==> src/rtl/draw_sched.sv <==
// draw_sched: draw command scheduler between the command decoder and the
// line / flip drawing engines. Accepts one draw command at a time (polyline
// segment, triangle outline, frame flip), sequences the engines, splits a
// triangle into three line segments and owns the single frame write port.
//
// Ports:
//   iClk, iRst_              system clock, asynchronous active-low reset
//   iGo, iPolyline/iTriangle/iFlip, iColor, iX0..iY2
//                            command strobe, type flags, color, vertices
//   oDone                    idle and ready for iGo
//   oLineGo, oLineX0..oLineY1, iLineDone, iLineAdr, iLineWrEn
//                            line engine start, segment, done, write request
//   oFlipGo, iFlipDone, iFlipAdr, iFlipWrEn
//                            flip engine start, done, write request
//   oAdr, oD, oWrEn          frame write port
//   oBusyErr, oCmdErr        sticky error flags (cleared only by reset)
module draw_sched #(
  parameter int ADR_W = 16,
  parameter int CRD_W = 8,
  parameter int COL_W = 9
) (
  input  logic             iClk,
  input  logic             iRst_,
  input  logic             iGo,
  input  logic             iPolyline,
  input  logic             iTriangle,
  input  logic             iFlip,
  input  logic [COL_W-1:0] iColor,
  input  logic [CRD_W-1:0] iX0,
  input  logic [CRD_W-1:0] iY0,
  input  logic [CRD_W-1:0] iX1,
  input  logic [CRD_W-1:0] iY1,
  input  logic [CRD_W-1:0] iX2,
  input  logic [CRD_W-1:0] iY2,
  output logic             oDone,
  output logic             oLineGo,
  output logic [CRD_W-1:0] oLineX0,
  output logic [CRD_W-1:0] oLineY0,
  output logic [CRD_W-1:0] oLineX1,
  output logic [CRD_W-1:0] oLineY1,
  input  logic             iLineDone,
  input  logic [ADR_W-1:0] iLineAdr,
  input  logic             iLineWrEn,
  output logic             oFlipGo,
  input  logic             iFlipDone,
  input  logic [ADR_W-1:0] iFlipAdr,
  input  logic             iFlipWrEn,
  output logic [ADR_W-1:0] oAdr,
  output logic [COL_W-1:0] oD,
  output logic             oWrEn,
  output logic             oBusyErr,
  output logic             oCmdErr
);

  typedef enum logic [2:0] {
    S_IDLE, S_LGO, S_LARM, S_LWAIT, S_FGO, S_FARM, S_FWAIT
  } state_t;

  state_t           r_state;
  logic [1:0]       r_e;        // triangle edge index
  logic             r_tri;
  logic [COL_W-1:0] r_col;
  logic [CRD_W-1:0] r_x0, r_y0, r_x1, r_y1, r_x2, r_y2;
  logic [ADR_W-1:0] r_adr;      // last address driven, held while idle
  logic             r_busy_err;
  logic             r_cmd_err;

  logic [1:0]       w_flag_cnt;
  logic             w_flag_ok;
  logic             w_line_ph;
  logic             w_flip_ph;

  assign w_flag_cnt = {1'b0, iPolyline} + {1'b0, iTriangle} + {1'b0, iFlip};
  assign w_flag_ok  = (w_flag_cnt == 2'd1);
  assign w_line_ph  = (r_state == S_LGO) || (r_state == S_LARM) || (r_state == S_LWAIT);
  assign w_flip_ph  = (r_state == S_FGO) || (r_state == S_FARM) || (r_state == S_FWAIT);

  always_ff @(posedge iClk or negedge iRst_) begin
    if (!iRst_) begin
      r_state    <= S_IDLE;
      r_e        <= 2'd0;
      r_tri      <= 1'b0;
      r_col      <= '0;
      r_x0       <= '0;
      r_y0       <= '0;
      r_x1       <= '0;
      r_y1       <= '0;
      r_x2       <= '0;
      r_y2       <= '0;
      r_adr      <= '0;
      r_busy_err <= 1'b0;
      r_cmd_err  <= 1'b0;
    end else begin
      // A strobe while a command runs is flagged and otherwise ignored.
      if (iGo && (r_state != S_IDLE))
        r_busy_err <= 1'b1;
      // Track the port address so it holds its last value once idle.
      if (r_state != S_IDLE)
        r_adr <= oAdr;

      case (r_state)
        S_IDLE: begin
          if (iGo) begin
            if (w_flag_ok) begin
              r_col   <= iColor;
              r_x0    <= iX0;
              r_y0    <= iY0;
              r_x1    <= iX1;
              r_y1    <= iY1;
              r_x2    <= iX2;
              r_y2    <= iY2;
              r_tri   <= iTriangle;
              r_e     <= 2'd0;
              r_state <= iFlip ? S_FGO : S_LGO;
            end else begin
              r_cmd_err <= 1'b1;
            end
          end
        end
        S_LGO:  r_state <= S_LARM;
        // Guard cycle: the engine may still show done from before the go.
        S_LARM: r_state <= S_LWAIT;
        S_LWAIT: begin
          if (iLineDone) begin
            if (r_tri && (r_e < 2'd2)) begin
              r_e     <= r_e + 2'd1;
              r_state <= S_LGO;
            end else begin
              r_state <= S_IDLE;
            end
          end
        end
        S_FGO:  r_state <= S_FARM;
        S_FARM: r_state <= S_FWAIT;
        S_FWAIT: begin
          if (iFlipDone)
            r_state <= S_IDLE;
        end
        default: r_state <= S_IDLE;
      endcase
    end
  end

  // Segment endpoints follow the edge index; stable for a whole segment.
  always_comb begin
    oLineX0 = r_x2;
    oLineY0 = r_y2;
    oLineX1 = r_x0;
    oLineY1 = r_y0;
    case (r_e)
      2'd0: begin
        oLineX0 = r_x0;
        oLineY0 = r_y0;
        oLineX1 = r_x1;
        oLineY1 = r_y1;
      end
      2'd1: begin
        oLineX0 = r_x1;
        oLineY0 = r_y1;
        oLineX1 = r_x2;
        oLineY1 = r_y2;
      end
      default: ;
    endcase
  end

  // Frame write port: owned by whichever engine the current command uses.
  always_comb begin
    oAdr  = r_adr;
    oWrEn = 1'b0;
    if (w_line_ph) begin
      oAdr  = iLineAdr;
      oWrEn = iLineWrEn;
    end else if (w_flip_ph) begin
      oAdr  = iFlipAdr;
      oWrEn = iFlipWrEn;
    end
  end

  assign oD       = r_col;
  assign oDone    = (r_state == S_IDLE);
  assign oLineGo  = (r_state == S_LGO);
  assign oFlipGo  = (r_state == S_FGO);
  assign oBusyErr = r_busy_err;
  assign oCmdErr  = r_cmd_err;

endmodule

==> config.mk <==
export PLATFORM = sky130hd
export DESIGN_NAME = draw_sched
export DESIGN_NICKNAME = d
export VERILOG_FILES = /design/src/rtl/draw_sched.sv
export SDC_FILE = /design/constraint.sdc
export NUM_CORES = 1
export LEC_CHECK = 0
export ABC_AREA = 1
export CORE_MARGIN = 5
export CORE_UTILIZATION = 45
export DETAILED_ROUTE_END_ITERATION = 8
export GPL_ROUTABILITY_DRIVEN = 0
export PLACE_DENSITY = 0.8
export SLEW_MARGIN = 20
export SYNTH_ARGS = -nofsm -noshare
export SYNTH_HDL_FRONTEND = slang
export SYNTH_SLANG_ARGS = --single-unit
==> constraint.sdc <==
create_clock -name iClk -period 3.2 [get_ports iClk]
set_clock_uncertainty 0.05 [all_clocks]
set_input_delay 0.96 -clock iClk [delete_from_list [all_inputs] [get_ports iClk]]
set_output_delay 0.96 -clock iClk [all_outputs]
set_load 0.005 [all_outputs]
# Word level (Yosys, flattened, before mapping)
# Index checks and enable logic that the tools add are counted.
[word_totals]
reg_bits = 81
inputBits = 99
out_inout_bits = 63
[classes]
n_addsub = 3
n_lt_le_gt_ge = 1
eq_ne = 13
muxes = 20
bitwise = 1
reduce_logical = 14
[op_table]
columns = ["operator", "count"]
rows = [
  ["case mux 8 bit (2 select lines)", 4],
  ["2-to-1 mux 16 bit", 2],
  ["case mux 3 bit (7 select lines)", 1],
  ["2-to-1 mux 3 bit", 5],
  ["equality test 3 bit, second input constant", 3],
  ["2-to-1 mux 2 bit", 4],
  ["equality test 3 x 2 -> 1 bit, second input constant", 2],
  ["inequality test 2 bit, second input constant", 3],
  ["AND reduction 3 bit", 2],
  ["AND reduction 5 bit", 1],
  ["equality test 2 x 1 -> 1 bit, second input constant", 2],
  ["logical OR 1 bit", 4],
  ["inequality test 2 x 1 -> 1 bit, second input constant", 2],
  ["case mux 2 bit (2 select lines)", 1],
  ["AND reduction 4 bit", 1],
  ["equality test 3 x 1 -> 1 bit, second input constant", 1],
  ["zero test 3 bit", 1],
  ["2-to-1 mux 1 bit", 3],
  ["nonzero test 3 bit", 1],
  ["adder 1 x 1 -> 2 bit", 1],
  ["adder 2 x 1 -> 2 bit", 1],
  ["adder 2 x 1 -> 2 bit, second input constant", 1],
  ["logical AND 1 bit", 2],
  ["zero test 2 bit", 1],
  ["3 further kinds", 3],
]

# Depth between registers and ports, before layout
[depth]
depth_word = 6
depth_mapped = 8
mapped_depth_nobuf = 8

# Least setup slack after synthesis
# Ideal clock, no wire load.
[synth_timing]
kind = "input -> register"
from = "input iPolyline"
to = "register r_tri"
setup_ps = 83
arrival_time_ps = 2273
required_time_ps = 3067
slack_ps = 794
cell_stages = 7
path_buffers = 2
cell_sequence = "fa_1 -> nand2_1 -> nor3_4 -> buf_4 -> buf_6 -> nand2_1 -> o21ai_0"
[synth_between]
elab_chain_cells = 4
[synth_lines]
columns = ["element", "line_no", "source"]
rows = [
  ["start, declared", "25", "input logic iPolyline,"],
  ["adder 1 x 1 -> 2 bit", "73", "assign w_flag_cnt = {1'b0, iPolyline} + {1'b0, iTriangle} + {1'b0, iFlip};"],
  ["adder 2 x 1 -> 2 bit", "73", ""],
  ["equality test 2 x 1 -> 1 bit", "74", "assign w_flag_ok = (w_flag_cnt == 2'd1);"],
  ["AND reduction 3 bit (no line)", "-", ""],
  ["end signal, assigned", "112", "r_tri <= iTriangle;"],
  ["end, declared", "61", "logic r_tri;"],
]
# No other way between the ends.
# A chain may end at the register's enable or synchronous reset.

# Worst setup path after layout
[layout_timing]
from = "input iFlipAdr[1]"
to = "output oAdr[1]"
[layout_between]
elab_chain_cells = 2
[layout_lines]
columns = ["element", "line_no", "source"]
rows = [
  ["start, declared", "46", "input logic [ADR_W-1:0] iFlipAdr,"],
  ["2-to-1 mux 16 bit", "174", "end else if (w_flip_ph) begin"],
  ["2-to-1 mux 16 bit", "171", "if (w_line_ph) begin"],
  ["end, declared", "48", "output logic [ADR_W-1:0] oAdr,"],
]
# No other way between the ends.

==> metrics <==
CTS tree yes; Final WS setup 57.0 ps; async set or reset register ratio after synthesis 100%; Ys Warns 0; Synth top area share 50.4%; final instance area 0.00612 mm2; HPWL after DPL 8350 um; DR DRC count 0; Sequential Power Share 31.6%; area of the mapped netlist 0.00402 mm2; Mapped Cells 493; Hold Path Stages 1; Mapped Avg Cell Area 8.16 um2; Yosys reg bits 81; top cells by count, synth nand2_1 (88), o21ai_0 (85), dfrtp_1 (81); RR Startpoint r_state[2]; Place WS 56.7 ps; largest area contributor in the netlist dfrtp_1; Row Count 34; Pre-Repair DR Iteration Count 5; # IOs 162; first-pass GRT wire length 19400 um; Core Region 0.00872 mm2; reg-to-reg critical path endpoint r_x1[3]; Most used DFF post-synth dfrtp_1; crit share post-route 98.2%; Die X 105 um; P_sw 2.21 mW; top cells by area, synth dfrtp_1 (50%), o21ai_0 (11%), nand3_1 (8.8%); Final nets 753; register area share after synthesis 50.4%; CTS H-tree depth 3; status finished, final reports clean; root buffer cell clkbuf_8; Comb pwr share 55.6%; Iter 0 DRT Violations 259; crit path launch type input pin; cells on worst reg2reg path 6; post-synthesis net count 595; endpoints failing setup 0; Crit. End Element output pin; max cap viols 0; Hold Path End oCmdErr; Port Buf Inserts 161; Tot GR Track Use 21.4%; Int Power 3.59 mW; Hold Path Class reg -> reg; crit-path max FO 2; Layout area overhead 52.1%; Max VDD drop 0.449 mV; switching part of the total 38.1%; Via density 5.34; reg2reg setup slack 1490 ps; CTS Buffer Depth 2; clk_lat worst skew 350 ps; worst slew pin tran 552 ps; Vias 4083; Clock Pin Slew Worst Setup and Hold Paths 90 ps; ANT nets after route 0; CP arrival 2130 ps; largest net degree at the start of global routing 66; Num CTS Buffers 9; RSZ-0062 raised after global routing no; Clk pwr share 12.8%; Fin. Hold Viols 0; WL final 12200 um; relative slew slack 63.2%; LEAKAGE 3.01 nW; wire per inst 15.9 um; vias in the first global route 4040; Distinct cells, synth 23; Final min period 3140 ps; placed cell areas 0.00574 mm2; CP required 2190 ps; Final Util 70.2%; Initial Util 46.1%; Hold Crit Start oCmdErr; fin. max-slew vios 0; die area 0.0109 mm2; count leader, synth nand2_1; initial antenna violation count 0; EDFF count, synth 0; ANT cells 0; crit path kind in -> out; die height 105 um; FF/Latch Area 0.00203 mm2; power per standard cell area 947 mW/mm2; Fillers 686; hold buffer count at cts 0; gr ovfl total 0; clock tree sinks 81; max frequency 318 MHz; share of cells above drive strength 1 6.55%; multi-input logic area 0.00161 mm2
how the worst max path moves through the flow:
stage	from	end	slack, ps	cells past startpoint
6_report	iFlipAdr[1]	oAdr[1]	60	4
5_1_grt	iFlipAdr[14]	oAdr[14]	3	4
4_1_cts	r_e[1]	oLineY0[2]	-30	6
3_5_place_dp	iFlipAdr[13]	oAdr[13]	60	4
3_3_place_gp	iFlipAdr[11]	oAdr[11]	70	4
2_1_floorplan	iPolyline	r_tri	790	7
layer usage:
layer | share of wire, % | vias up | wire length (um) | track usage [%]
met5 | 0 | - | 0 | 0
met4 | 2.5 | 0 | 309 | 7.86
met3 | 5.9 | 26 | 716 | 5.80
met2 | 51 | 163 | 6210 | 36.6
met1 | 41 | 1943 | 4930 | 25.8
li1 | - | 1951 | - | -
power by group through the flow:
stage | Clock, mW | Sequential (mW) | Combinational, mW
detailed placement | 0 | 1.83 | 3.18
global route | 0.814 | 1.89 | 3.56
floorplan | 0 | 1.76 | 1.48
finish | 0.743 | 1.83 | 3.22
global placement | 0 | 1.80 | 3.10
CTS | 0.761 | 1.82 | 3.26
cell families after synthesis:
kind of cell / share of synthesized area (%)
adders and majority gates: 1.12
and+or+nand+nor: 19.4
buffers and inverters: 10.4
AOI/OAI and AO/OA: 18.7
DFF: 50.4
area by class of cell:
cell class | instances | share of cell area, %
flip-flops and latches | 81 | 33.2
multi-input cells | 311 | 26.3
repair inverters | 2 | 0.245
clock inverters | 5 | 0.900
well taps | 108 | 2.21
repair buffers | 173 | 30.3
clock buffers | 11 | 2.31
inverters | 73 | 4.60
state kept, by name (all words and copies together), names as in the netlist:
register	cells
oCmdErr	1
r_state	3
r_e	2
r_x0	8
r_x1	8
r_y0	8
r_adr	16
r_tri	1
oD	9
r_y2	8
oBusyErr	1
r_y1	8
r_x2	8
layout by cell type (no fill, tap or decap), types with 2 or more instances in the layout:
cell             count
clkdlybuf4s50_1    128
nand2_1             87
o21ai_0             84
dfrtp_1             79
inv_1               71
nand3_1             71
a22oi_1             32
dlymetal6s2s_1      32
nor2_1              12
clkbuf_8            10
o21ai_1              9
buf_4                7
clkinvlp_4           6
buf_12               4
nor2_4               3
o21bai_1             3
nand2_2              2
clkinv_2             2
dfrtp_2              2
through the flow:
step	hold slack [ps]	TNS, ps	total power [mW]	cells
floorplan	416	0	3.24	493
global placement	405	0	4.90	742
detailed placement	408	0	5.01	742
CTS	430	-75.3	5.84	762
global route	450	0	6.26	764
finish	427	0	5.79	764
worst max-delay path, stage by stage:
cell and delay [ps]:
clkdlybuf4s50_1 460, nand3_1 90, nand3_1 100, clkdlybuf4s50_1 520
what timing repair did:
item	4_1_cts	5_1_grt
setup endpoints to repair	48	48
cloned	1	2
gates resized for setup	5	42
buffers inserted	3	0
Power figures use the tool's default switching activity.
